File: src/rtl/seg_data_drive.sv
// Purpose : hex seven-segment driver with per-digit DP, anti-ghost blanking and frame-aligned data commit.
// Latency : 1 clk from led_en or displayed-data change to led_ca; load_ack 1 clk after the frame event.
// Backpres: none; data_load is always accepted, latest load wins. Optional LEAD_ZERO_BLANK_EN suppresses leading zeros.
module seg_data_drive #(
    parameter int BLANK_CYCLES = 16
) (
    input  logic        clk,
    input  logic        rst,
    input  logic [7:0]  led_en,
    input  logic [31:0] data_in,
    input  logic [7:0]  dp_in,
    input  logic        data_load,
    output logic        load_ack,
    output logic [7:0]  led_ca,
    output logic        scan_err
);

    // The counter holds the number of blank cycles still owed after the
    // cycle that detected the change (that cycle blanks on its own).
    localparam logic [7:0] BLANK_LOAD = 8'(BLANK_CYCLES - 1);

    // Scan tracking
    logic [7:0]  en_q;
    logic [7:0]  blank_cnt;
    logic        en_chg;
    logic        frame_evt;
    logic        en_onehot;
    logic [7:0]  en_act;
    logic        blank_now;

    // Data path
    logic [31:0] disp_dat;
    logic [7:0]  disp_dp;
    logic [31:0] pend_dat;
    logic [7:0]  pend_dp;
    logic        pend_vld;

    // Next-state for the load/commit path
    logic [31:0] disp_dat_nxt;
    logic [7:0]  disp_dp_nxt;
    logic [31:0] pend_dat_nxt;
    logic [7:0]  pend_dp_nxt;
    logic        pend_vld_nxt;
    logic        load_ack_nxt;

    // Glyph path
    logic [2:0]  dig_idx;
    logic [3:0]  dig_nib;
    logic [6:0]  seg_raw;
    logic [6:0]  seg_vis;
    logic [7:0]  glyph;

    // Change, frame and scan-validity detection on the live digit select
    always_comb begin
        en_act    = ~led_en;
        en_chg    = (led_en != en_q);
        frame_evt = en_chg && (led_en == 8'hFE);
        en_onehot = (en_act != 8'd0) && ((en_act & (en_act - 8'd1)) == 8'd0);
        blank_now = en_chg || (blank_cnt != 8'd0);
    end

    // Previous digit select and the blank countdown; a new change restarts it
    always_ff @(posedge clk) begin
        if (rst) begin
            en_q      <= 8'hFF;
            blank_cnt <= 8'd0;
        end else begin
            en_q <= led_en;
            if (en_chg) begin
                blank_cnt <= BLANK_LOAD;
            end else if (blank_cnt != 8'd0) begin
                blank_cnt <= blank_cnt - 8'd1;
            end
        end
    end

    // Pending capture and frame-aligned commit; a load coinciding with the frame bypasses pending
    always_comb begin
        disp_dat_nxt = disp_dat;
        disp_dp_nxt  = disp_dp;
        pend_dat_nxt = pend_dat;
        pend_dp_nxt  = pend_dp;
        pend_vld_nxt = pend_vld;
        load_ack_nxt = 1'b0;
        if (frame_evt && data_load) begin
            disp_dat_nxt = data_in;
            disp_dp_nxt  = dp_in;
            pend_vld_nxt = 1'b0;
            load_ack_nxt = 1'b1;
        end else if (frame_evt && pend_vld) begin
            disp_dat_nxt = pend_dat;
            disp_dp_nxt  = pend_dp;
            pend_vld_nxt = 1'b0;
            load_ack_nxt = 1'b1;
        end else if (data_load) begin
            pend_dat_nxt = data_in;
            pend_dp_nxt  = dp_in;
            pend_vld_nxt = 1'b1;
        end
    end

    // Load/commit state registers
    always_ff @(posedge clk) begin
        if (rst) begin
            disp_dat <= 32'd0;
            disp_dp  <= 8'd0;
            pend_dat <= 32'd0;
            pend_dp  <= 8'd0;
            pend_vld <= 1'b0;
            load_ack <= 1'b0;
        end else begin
            disp_dat <= disp_dat_nxt;
            disp_dp  <= disp_dp_nxt;
            pend_dat <= pend_dat_nxt;
            pend_dp  <= pend_dp_nxt;
            pend_vld <= pend_vld_nxt;
            load_ack <= load_ack_nxt;
        end
    end

    // Active digit index from the low bit of led_en (only meaningful when one-hot-low)
    always_comb begin
        dig_idx = 3'd0;
        for (int i = 0; i < 8; i++) begin
            if (!led_en[i]) begin
                dig_idx = 3'(i);
            end
        end
        dig_nib = disp_dat[{dig_idx, 2'b00} +: 4];
    end

    // Hex to active-low segments a..g
    always_comb begin
        seg_raw = 7'h7F;
        case (dig_nib)
            4'h0: seg_raw = 7'h40;
            4'h1: seg_raw = 7'h79;
            4'h2: seg_raw = 7'h24;
            4'h3: seg_raw = 7'h30;
            4'h4: seg_raw = 7'h19;
            4'h5: seg_raw = 7'h12;
            4'h6: seg_raw = 7'h02;
            4'h7: seg_raw = 7'h78;
            4'h8: seg_raw = 7'h00;
            4'h9: seg_raw = 7'h10;
            4'hA: seg_raw = 7'h08;
            4'hB: seg_raw = 7'h03;
            4'hC: seg_raw = 7'h46;
            4'hD: seg_raw = 7'h21;
            4'hE: seg_raw = 7'h06;
            4'hF: seg_raw = 7'h0E;
            default: seg_raw = 7'h7F;
        endcase
    end

`ifdef LEAD_ZERO_BLANK_EN
    logic [2:0] msd_idx;

    // Digits above the most significant nonzero nibble go dark; digit 0 always shows
    always_comb begin
        msd_idx = 3'd0;
        for (int i = 1; i < 8; i++) begin
            if (disp_dat[4*i +: 4] != 4'd0) begin
                msd_idx = 3'(i);
            end
        end
        seg_vis = (dig_idx > msd_idx) ? 7'h7F : seg_raw;
    end
`else
    // All digits shown as decoded
    always_comb begin
        seg_vis = seg_raw;
    end
`endif

    // DP is lit (low) when the committed dp bit of the active digit is set
    always_comb begin
        glyph = {~disp_dp[dig_idx], seg_vis};
    end

    // Registered outputs: blank on scan error or during the post-change window
    always_ff @(posedge clk) begin
        if (rst) begin
            led_ca   <= 8'hFF;
            scan_err <= 1'b0;
        end else begin
            scan_err <= !en_onehot;
            led_ca   <= (!en_onehot || blank_now) ? 8'hFF : glyph;
        end
    end

endmodule

File: config.mk
export PLATFORM = sky130hd
export DESIGN_NAME = seg_data_drive
export DESIGN_NICKNAME = d
export VERILOG_FILES = /design/src/rtl/seg_data_drive.sv
export SDC_FILE = /design/constraint.sdc
export NUM_CORES = 1
export LEC_CHECK = 0
export BUFFER_PORTS_ARGS = -buffer_cell sky130_fd_sc_hd__buf_4
export CELL_PAD_IN_SITES_DETAIL_PLACEMENT = 0
export CELL_PAD_IN_SITES_GLOBAL_PLACEMENT = 1
export CORE_UTILIZATION = 41
export DETAILED_ROUTE_END_ITERATION = 6
export GPL_TIMING_DRIVEN = 0
export HOLD_SLACK_MARGIN = 0.15
export PLACE_DENSITY = 0.76
export SETUP_SLACK_MARGIN = 0.02
export SLEW_MARGIN = 20
export SYNTH_ARGS = -nofsm -noshare
export SYNTH_HDL_FRONTEND = slang
export SYNTH_SLANG_ARGS = --single-unit
File: constraint.sdc
create_clock -name clk -period 5.3 [get_ports clk]
set_input_delay 1.06 -clock clk [delete_from_list [all_inputs] [get_ports clk]]
set_output_delay 1.06 -clock clk [all_outputs]
set_load 0.1 [all_outputs]
==> flow_summary.yaml, run 1 <==
die:
  die_area_um2: 12330
  ios: 61
  die_h_um: 111.0
  rows: 39
  initial_core_util_pct: 42.32
  fp.dieW_um: 111.0
  coreArea_um2: 11520
place:
  portBuffers: 57
  dp.final_hpwl_um: 8993
  place.gp.congestion: 0.8143
  dp_slack_ns: 1.650
sta:
  worst_slack_ns: 1.929
  slew_headroom_pct: 53.04
  final.min_clock_period_ns: 3.371
  tns_ns: 0
  finalMaxSlewViolations: 0
  rsz0062_at_grt: "no"
  hold_viol: 0
  clock_skew_ns: 0.005424
  tightest_slew_ns: 0.7044
  fmax_mhz: 296.7
  finalSetupViolCount: 0
  fin_crit_sh_pct: 63.60
yosys:
  netlist_area_um2: 4873
  ys_types: 56
  synth_fa_ha_area_share_pct: 1.797
  synth_compound_area_share_pct: 19.77
  synth_xor_area_share_pct: 2.336
  syn_avg_cell_area_um2: 9.075
  ys_ff_latch: 107
  postSynthNetCount: 595
  synthArstFlopShare_pct: 0
  synth_enable_flop_cells: 0
  synth_simple_gate_area_share_pct: 16.84
  synth_top_family_by_area: "compound AO/OA/AOI/OAI gates"
  ys_warn_count: 0
  synthMuxAreaShare_pct: 9.987
  synthCells: 537
  yosysSeqAreaShare_pct: 43.95
  synth_top_flop_cell: "dfxtp_1"
global_routing:
  grt_max_degree: 18
  antenna_found_initial: 0
  grt_pass1_wl_um: 20130
  first_global_vias: 3873
  overflow: 0
  groute.usage.overall_pct: 20.85
power_and_ir_drop:
  switching_share_pct: 24.49
  pwr-share-comb_pct: 10.8
  leakage_nw: 2.246
  seqPwrFrac_pct: 49.8
  intPower_mw: 1.273
  power_switching_uw: 412.8
  vdd_drop_max_mv: 0.1738
  power_frac_clock_pct: 39.4
  powerDensity_nw_per_um2: 291.9
clock_network:
  htreeDepth: 3
  cts_hold_buffers: 0
  clock_latency_ns: 0.35
  cts_buffers: 9
  root_buffer: "clkbuf_16"
  cts_tree: "built"
  clockBufferDepth: 2
  cts_setup_buffers: 0
  cts_resized: 0
  cts.reportedPaths.clkPinSlew_ns: 0.07
  clock-sinks: 107
detailed_routing:
  ant_nets: 0
  vias: 4120
  post_drt_wl_per_cell_um: 16.15
  dr.pass1.iters: 6
  wirelength_um: 12160
  drt-initial-drc-count: 261
  via_per_inst: 5.471
  drc_errors: 8
layout:
  layout-drive-gt1-share_pct: 19.84
  layout_commonest_cell: "dfxtp_1"
  regArea_um2: 2142
  area_growth_pct: 18.51
  multiInputGateArea_um2: 2472
  fin_nets: 663
  insertedDiodeCount: 0
  layout_common_cells: "dfxtp_1, buf_4, nor2_1"
  fill_cells: 1121
critical_path:
  cp_max_fo: 8
  start_kind: "input port"
  crit_required_ns: 5.57
  crit_arrival_ns: 3.64
  critPathKind: "input port to flip-flop"
  cp-end-kind: "flip-flop"
run:
  cap_viol_max_count: 0
outcome:
  status: "complete, but fails checks"
  violations: "DRC"
worst_hold_path:
  hold_class: "flip-flop to flip-flop"
==> Yosys cell counts (2+ instances only) <==
cell type  count  area share (%)
a211oi_1       4            0.62
mux2i_1       46             9.4
nor2_1        60             4.6
inv_1         12            0.92
o211ai_2       2            0.51
xnor2_1       11             2.0
nand4_1        3            0.39
and3_1         2            0.26
a221oi_1       2            0.36
o21ai_1        4            0.41
buf_4          7             1.1
or2_2          8             1.0
or3_1          3            0.39
nor2b_1        6            0.77
nor3_2         3            0.62
and2_1         2            0.26
nand2_1       52             4.0
clkbuf_1      19             1.5
o221ai_1      44             7.9
nor3_1         3            0.31
a31oi_1        2            0.26
nand3_1       10             1.0
o21ai_0       10             1.0
nor4_1         3            0.39
buf_2         15             1.5
nand2b_1       8             1.0
dfxtp_1      107              44
ha_1           7             1.8
a21oi_1       54             5.5
xor2_1         2            0.36
==> logic make-up after synthesis <==
| group | after synthesis |
|---|---|
| and+or+nand+nor | 171 |
| muxes | 48 |
| buffers and inverters | 55 |
| xor gates and xnor gates | 13 |
| AOI/OAI and AO/OA | 136 |
| adders and majority gates | 7 |
| DFF | 107 |
==> sequential cells by signal, indices dropped and copies added (netlist names) <==
register	flops
pend_dat	32
load_ack	1
blank_cnt	8
led_ca	8
pend_dp	8
scan_err	1
disp_dp	8
en_q	8
pend_vld	1
disp_dat	32
==> power by group through the flow <==
stage          Clock, mW  Sequential, mW  Combinational (mW)
2_1_floorplan          0           0.859               0.114
3_3_place_gp           0           0.857               0.179
3_5_place_dp           0           0.858               0.182
4_1_cts            0.685           0.840               0.183
5_1_grt            0.719           0.843               0.202
6_report           0.663           0.840               0.182
==> metrics by stage <==
step	area, µm²	hold slack [ns]	cells	total power, mW	utilization (%)
final	5776	0.4551	753	1.686	50.15
after global placement	5480	0.4396	737	1.036	47.59
after CTS	5776	0.4595	753	1.708	50.15
after floorplan	4873	0.4273	537	0.9730	-
after detailed placement	5480	0.4472	737	1.040	47.59
after global routing	5776	0.4811	753	1.763	50.15
==> final cells by class <==
class | count | share of cell area (%)
sequential | 107 | 37.09
timing repair buffer | 57 | 7.409
clock inverter | 6 | 1.148
clock buffer | 10 | 3.964
tap | 143 | 3.098
inverter | 13 | 0.8449
multi-input combinational | 375 | 42.81
buffer | 42 | 3.640
==> critical path, stage by stage <==
cell and delay (ns):
buf_2 0.18, nand2b_4 0.17, a221oi_2 0.37, a21oi_1 0.13, a221oi_1 0.35, o211ai_1 0.29
inv_1 0.21, ha_1 0.16, inv_1 0.05, nor4_1 0.43, o21ai_0 0.14, o2111ai_1 0.12
==> worst paths after layout <==
kind / startpoint / endpoint / slack [ns] / depth (start not counted)
setup reg to reg: disp_dat[13]$_SDFFE_PP0P_ / led_ca[0]$_SDFF_PP1_ / 3.08 / 9
hold / removal: disp_dat[0]$_SDFFE_PP0P_ / disp_dat[0]$_SDFFE_PP0P_ / 0.46 / 2
setup / recovery: led_en[1] / led_ca[0]$_SDFF_PP1_ / 1.93 / 12
hold reg to reg: disp_dat[0]$_SDFFE_PP0P_ / disp_dat[0]$_SDFFE_PP0P_ / 0.46 / 2
==> layer usage <==
metal | up-vias | routed length [µm] | global-route usage (%)
met5 | - | 0 | 0
met4 | 0 | 180 | 6.667
met3 | 18 | 531 | 4.702
met2 | 102 | 5500 | 32.58
met1 | 1941 | 5945 | 28.53
li1 | 2059 | - | -
Power figures use the tool's default switching activity.
==> run 2, diff against run 1 <==
--- a/config.mk
+++ b/config.mk
@@ -8,11 +8,11 @@
 export BUFFER_PORTS_ARGS = -buffer_cell sky130_fd_sc_hd__buf_4
 export CELL_PAD_IN_SITES_DETAIL_PLACEMENT = 0
 export CELL_PAD_IN_SITES_GLOBAL_PLACEMENT = 1
-export CORE_UTILIZATION = 41
+export CORE_UTILIZATION = 40
 export DETAILED_ROUTE_END_ITERATION = 6
 export GPL_TIMING_DRIVEN = 0
 export HOLD_SLACK_MARGIN = 0.15
-export PLACE_DENSITY = 0.76
+export PLACE_DENSITY = 0.77
 export SETUP_SLACK_MARGIN = 0.02
 export SLEW_MARGIN = 20
 export SYNTH_ARGS = -nofsm -noshare
==> constraint.sdc (replaced) <==
create_clock -name clk -period 2.85 [get_ports clk]
set_input_delay 0.57 -clock clk [delete_from_list [all_inputs] [get_ports clk]]
set_output_delay 0.57 -clock clk [all_outputs]
set_load 0.1 [all_outputs]
==> run 2 against run 1 <==
Net effect:
- the flow now finishes without violations
- clock power increased by 81%
- first-iteration DRC count decreased by 26%
- largest power group unchanged
- critical path type unchanged
- non-clock buffer count increased by 5
- sequential cell count unchanged
==> flow_summary.yaml, run 2 (synthesis gave the netlist of run 1 again) <==
sta:
  hold_ws_ns: 0.4419
  rsz0062_at_grt: "no"
  finalMaxSlewViolations: 0
  tightest_slew_ns: 0.7172
  final.min_clock_period_ns: 2.713
  tns_ns: 0
  hold_viol: 0
  clock_skew_ns: 0.007508
  fin_crit_sh_pct: 95.18
  finalSetupViolCount: 0
  slew_headroom_pct: 52.18
  fmax_mhz: 368.7
clock_network:
  cts.reportedPaths.clkPinSlew_ns: 0.08
  cts_buffers: 9
  clockBufferDepth: 2
  clock_latency_ns: 0.36
  clock-sinks: 107
  cts_hold_buffers: 0
  htreeDepth: 3
  cts_tree: "built"
  root_buffer: "clkbuf_16"
die:
  fp.dieW_um: 112.4
  coreArea_um2: 11660
  ios: 61
  die_area_um2: 12630
  die_h_um: 112.4
  initial_core_util_pct: 41.79
  rows: 39
place:
  portBuffers: 57
  dp.final_hpwl_um: 9148
  place.gp.congestion: 0.8382
global_routing:
  groute.usage.overall_pct: 20.66
  overflow: 0
  grt_max_degree: 20
  grt_pass1_wl_um: 20180
  first_global_vias: 4036
  antenna_found_initial: 0
critical_path:
  cp-end-kind: "flip-flop"
  cpLargestDelayFamily: "compound AO/OA/AOI/OAI gates"
  crit_slowest_cell: "a221o_1"
  max_stage_delay_ns: 0.39
  start_kind: "input port"
  cp_max_fo: 8
  crit_required_ns: 3.09
  timing.critical_path.buf_inv: 2
  critPathKind: "input port to flip-flop"
  crit_arrival_ns: 2.95
  crit_chain: "buf_2 > nand2b_4 > a221oi_4 > a21oi_1 > a221o_1 > a211oi_4 > inv_1 > ha_1 > nor2_1 > a2bb2oi_1 > o21ai_1"
power_and_ir_drop:
  powerDensity_nw_per_um2: 534.3
  switching_share_pct: 26.02
  seqPwrFrac_pct: 50.3
  power_switching_uw: 809.1
  pwr-share-comb_pct: 11.3
  leakage_nw: 2.277
  vdd_drop_max_mv: 0.3664
  power_frac_clock_pct: 38.4
  intPower_mw: 2.300
layout:
  layout-drive-gt1-share_pct: 20.81
  layout_common_cells: "dfxtp_1, buf_4, nor2_1"
  reg_top3: "disp_dat x32, pend_dat x32"
  layout_commonest_cell: "dfxtp_1"
  insertedDiodeCount: 0
  area_growth_pct: 19.41
  fin_nets: 668
detailed_routing:
  drc_errors: 0
  vias: 4117
  via_per_inst: 5.431
  ant_nets: 0
  dr.pass1.iters: 4
  drt-initial-drc-count: 193
  wirelength_um: 12270
  post_drt_wl_per_cell_um: 16.19
outcome:
  status: "complete, no violations"
worst_hold_path:
  hold_class: "input port to flip-flop"
run:
  cap_viol_max_count: 0
[run 2: power by group through the flow]
stage,clock [mW],combinational [mW],sequential [mW]
finish,1.20,0.352,1.56
global route,1.30,0.388,1.57
CTS,1.24,0.342,1.56
detailed placement,0,0.340,1.60
global placement,0,0.332,1.59
floorplan,0,0.212,1.60
[run 2: final timing paths]
check / slack (ns) / endpoint / cells past startpoint / start
worst max register to register: 0.70 / led_ca[1]$_SDFF_PP1_ / 8 / disp_dat[12]$_SDFFE_PP0P_
worst max-delay path: 0.14 / led_ca[1]$_SDFF_PP1_ / 11 / led_en[1]
worst min-delay path: 0.44 / pend_dat[28]$_SDFFE_PP0P_ / 3 / data_in[28]
worst min register to register: 0.46 / disp_dat[0]$_SDFFE_PP0P_ / 2 / disp_dat[0]$_SDFFE_PP0P_
[run 2: timing repair]
action / CTS / global route
endpoints found under the setup margin: 0 / 5
buffers inserted: 0 / 5
endpoints found under the hold margin: 0 / 0
resized for setup: 0 / 2
[run 2: area by class of cell]
cell class	instances	area, µm²
flip-flops and latches	107	2142
fillers	1115	5843
multi-input cells	375	2490
inverters	13	48.80
repair buffers	62	465.4
well taps	143	178.9
clock buffers	9	225.2
clock inverters	7	58.81
plain buffers	42	210.2
[run 2: per-stage QoR]
stage / setup WS (ns) / utilization [%] / instances / cell area [µm²] / total power, mW
finish: 0.1374 / 49.90 / 758 / 5819 / 3.109
global route: 0.001066 / 49.90 / 758 / 5819 / 3.251
CTS: 0.05489 / 49.43 / 753 / 5764 / 3.139
detailed placement: -0.3157 / 46.99 / 737 / 5480 / 1.937
global placement: -0.2781 / 46.99 / 737 / 5480 / 1.926
floorplan: 0.09966 / - / 537 / 4873 / 1.809
[run 2: worst min-delay path, delay by kind of cell]
family	cells	cell delay, ns
buffers and inverters	1	0.08
and+or+nand+nor	1	0.07
muxes	1	0.05
[run 2: routing by layer]
| layer | vias to the layer above | part of all wire (%) | GRT usage, % | wire [µm] |
|---|---|---|---|---|
| li1 | 2071 | - | - | - |
| met2 | 75 | 47 | 34.04 | 5815 |
| met4 | 0 | 1.5 | 6.222 | 181 |
| met1 | 1955 | 46 | 26.64 | 5692 |
| met3 | 16 | 4.7 | 5.292 | 580 |
| met5 | - | 0 | 0 | 0 |
==> run 3, diff against run 2 <==
--- a/config.mk
+++ b/config.mk
@@ -13,8 +13,10 @@
 export GPL_TIMING_DRIVEN = 0
 export HOLD_SLACK_MARGIN = 0.15
 export PLACE_DENSITY = 0.77
+export REMOVE_ABC_BUFFERS = 1
 export SETUP_SLACK_MARGIN = 0.02
 export SLEW_MARGIN = 20
 export SYNTH_ARGS = -nofsm -noshare
 export SYNTH_HDL_FRONTEND = slang
 export SYNTH_SLANG_ARGS = --single-unit
+export TNS_END_PERCENT = 50
==> run 3 against run 2 <==
Net effect:
- critical path depth unchanged
- final area increased by 0.45%
- global-route usage decreased by 1.4 points
- die area unchanged
- largest power group unchanged
- sequential power about the same
- combinational power decreased by 1%
- first-iteration DRC count increased by 53%
- sequential share of layout area decreased by 0.17 points
- register-to-register slack got worse by 0.03 ns
- count of clock-buffer cells in the layout increased by 3
- cell count decreased by 4.1%
- fmax increased by 1.2%
==> flow_summary.yaml, run 3 (synthesis gave the netlist of run 1 again) <==
sta:
  finalMaxSlewViolations: 0
  hold_viol: 0
  fmax_mhz: 372.9
  slew_headroom_pct: 35.77
  final.min_clock_period_ns: 2.682
  rsz0062_at_grt: "yes"
  tightest_slew_ns: 0.9634
  tns_ns: 0
  clock_skew_ns: 0.01289
  finalSetupViolCount: 0
  fin_crit_sh_pct: 94.09
layout:
  layout_commonest_cell: "dfxtp_1"
  fill_cells: 1098
  area_growth_pct: 19.95
  layout-drive-gt1-share_pct: 20.21
  reg_top3: "disp_dat x32, pend_dat x32"
  instances_no_fill: 727
  layout_common_cells: "dfxtp_1, buf_4, nor2_1"
  fin_nets: 637
  fin_area_um2: 5846
  insertedDiodeCount: 0
place:
  place.gp.congestion: 0.7623
  dp.final_hpwl_um: 7720
  portBuffers: 60
  postPlaceCellArea_um2: 5470
  place_inst: 705
global_routing:
  grt_pass1_wl_um: 19150
  overflow: 0
  antenna_found_initial: 0
  first_global_vias: 3851
  groute.usage.overall_pct: 19.22
  grt_max_degree: 97
detailed_routing:
  post_drt_wl_per_cell_um: 15.64
  via_per_inst: 5.574
  drt-initial-drc-count: 295
  dr.pass1.iters: 5
  wirelength_um: 11370
  ant_nets: 0
  drc_errors: 0
  vias: 4052
power_and_ir_drop:
  intPower_mw: 2.386
  pwr-share-comb_pct: 11.0
  power_frac_clock_pct: 39.7
  vdd_drop_max_mv: 0.3093
  switching_share_pct: 24.58
  power_switching_uw: 777.9
  p_total_mw: 3.164
  powerDensity_nw_per_um2: 541.3
  seqPwrFrac_pct: 49.4
  leakage_nw: 2.254
critical_path:
  crit_slowest_cell: "a221o_1"
  critPathKind: "input port to flip-flop"
  timing.critical_path.buf_inv: 2
  crit_arrival_ns: 2.89
  max_stage_delay_ns: 0.45
  start_kind: "input port"
  cpLargestDelayFamily: "compound AO/OA/AOI/OAI gates"
  cp_max_fo: 12
  crit_chain: "buf_4 > nand2_1 > o211ai_4 > nand3_1 > a221o_1 > a211oi_4 > inv_2 > ha_1 > nor2_1 > a2bb2oi_1 > o21ai_1"
  cp-end-kind: "flip-flop"
  crit_required_ns: 3.06
die:
  ios: 61
  die_h_um: 112.4
  initial_core_util_pct: 41.79
  rows: 39
  coreArea_um2: 11660
  fp.dieW_um: 112.4
  die_area_um2: 12630
clock_network:
  htreeDepth: 3
  root_buffer: "clkbuf_16"
  cts_hold_buffers: 0
  cts.reportedPaths.clkPinSlew_ns: 0.07
  clockBufferDepth: 2
  clock_latency_ns: 0.35
  cts_buffers: 9
  cts_tree: "built"
  clock-sinks: 107
outcome:
  status: "complete, no violations"
worst_hold_path:
  hold_class: "flip-flop to flip-flop"
run:
  cap_viol_max_count: 0
==> run 3: cell count changes in the layout (fill, tap and decap cells not counted), sizes merged <==
| cell | change |
|---|---|
| clkbuf | -16 |
| buf | -12 |
| clkinv | -2 |
| bufinv | +1 |
| clkinvlp | -1 |
| inv | -1 |
==> run 3: power by group through the flow <==
stage | registers (mW) | clock network, mW | logic [mW]
after floorplan | 1.60 | 0 | 0.177
after global placement | 1.59 | 0 | 0.321
after detailed placement | 1.60 | 0 | 0.332
after CTS | 1.56 | 1.30 | 0.336
after global routing | 1.57 | 1.35 | 0.384
final | 1.56 | 1.26 | 0.347
==> run 3: per-stage QoR <==
stage / worst slack (ns) / hold slack (ns) / util [%]
floorplan: -1.225 / 0.4212 / -
CTS: 0.02278 / 0.4456 / 49.54
finish: 0.1683 / 0.4479 / 50.12
detailed placement: -0.5700 / 0.4402 / 46.90
global placement: -2.753 / 0.4380 / 45.38
global route: -0.01364 / 0.4531 / 50.12
==> run 3: worst register-to-register path, delay by kind of cell (launching register included) <==
kind	cells	cell delay (ns)
flops	1	0.35
simple gates	3	1.48
compound gates	1	0.21
==> run 3: final timing paths <==
kind | start | endpoint | slack (ns) | cells after the start
setup / recovery | led_en[5] | led_ca[1]$_SDFF_PP1_ | 0.17 | 11
hold / removal | disp_dp[2]$_SDFFE_PP0P_ | disp_dp[2]$_SDFFE_PP0P_ | 0.45 | 2
setup reg to reg | blank_cnt[3]$_SDFFE_PP0P_ | led_ca[5]$_SDFF_PP1_ | 0.67 | 4
hold reg to reg | disp_dp[2]$_SDFFE_PP0P_ | disp_dp[2]$_SDFFE_PP0P_ | 0.45 | 2
==> run 3: final cells by class <==
| type | count | area [µm²] | area share (%) |
|---|---|---|---|
| well taps | 143 | 178.9 | 3.061 |
| clock buffers | 12 | 236.5 | 4.045 |
| clock inverters | 4 | 58.81 | 1.006 |
| repair buffers | 73 | 638.1 | 10.92 |
| multi-input cells | 375 | 2542 | 43.49 |
| inverters | 13 | 48.80 | 0.8348 |
| flip-flops and latches | 107 | 2142 | 36.64 |
==> run 3: what timing repair did <==
action	CTS	global route
gates resized for setup	2	4
buffers inserted	0	6
pin swaps	1	5
endpoints found under the setup margin	2	5
==> run 3: per-layer routing <==
| metal | up-vias | wire [µm] | track usage (%) |
|---|---|---|---|
| li1 | 2008 | - | - |
| met1 | 1946 | 5177 | 24.40 |
| met2 | 84 | 5518 | 31.55 |
| met3 | 14 | 500 | 5.670 |
| met4 | 0 | 174 | 5.867 |
| met5 | - | 0 | 0 |
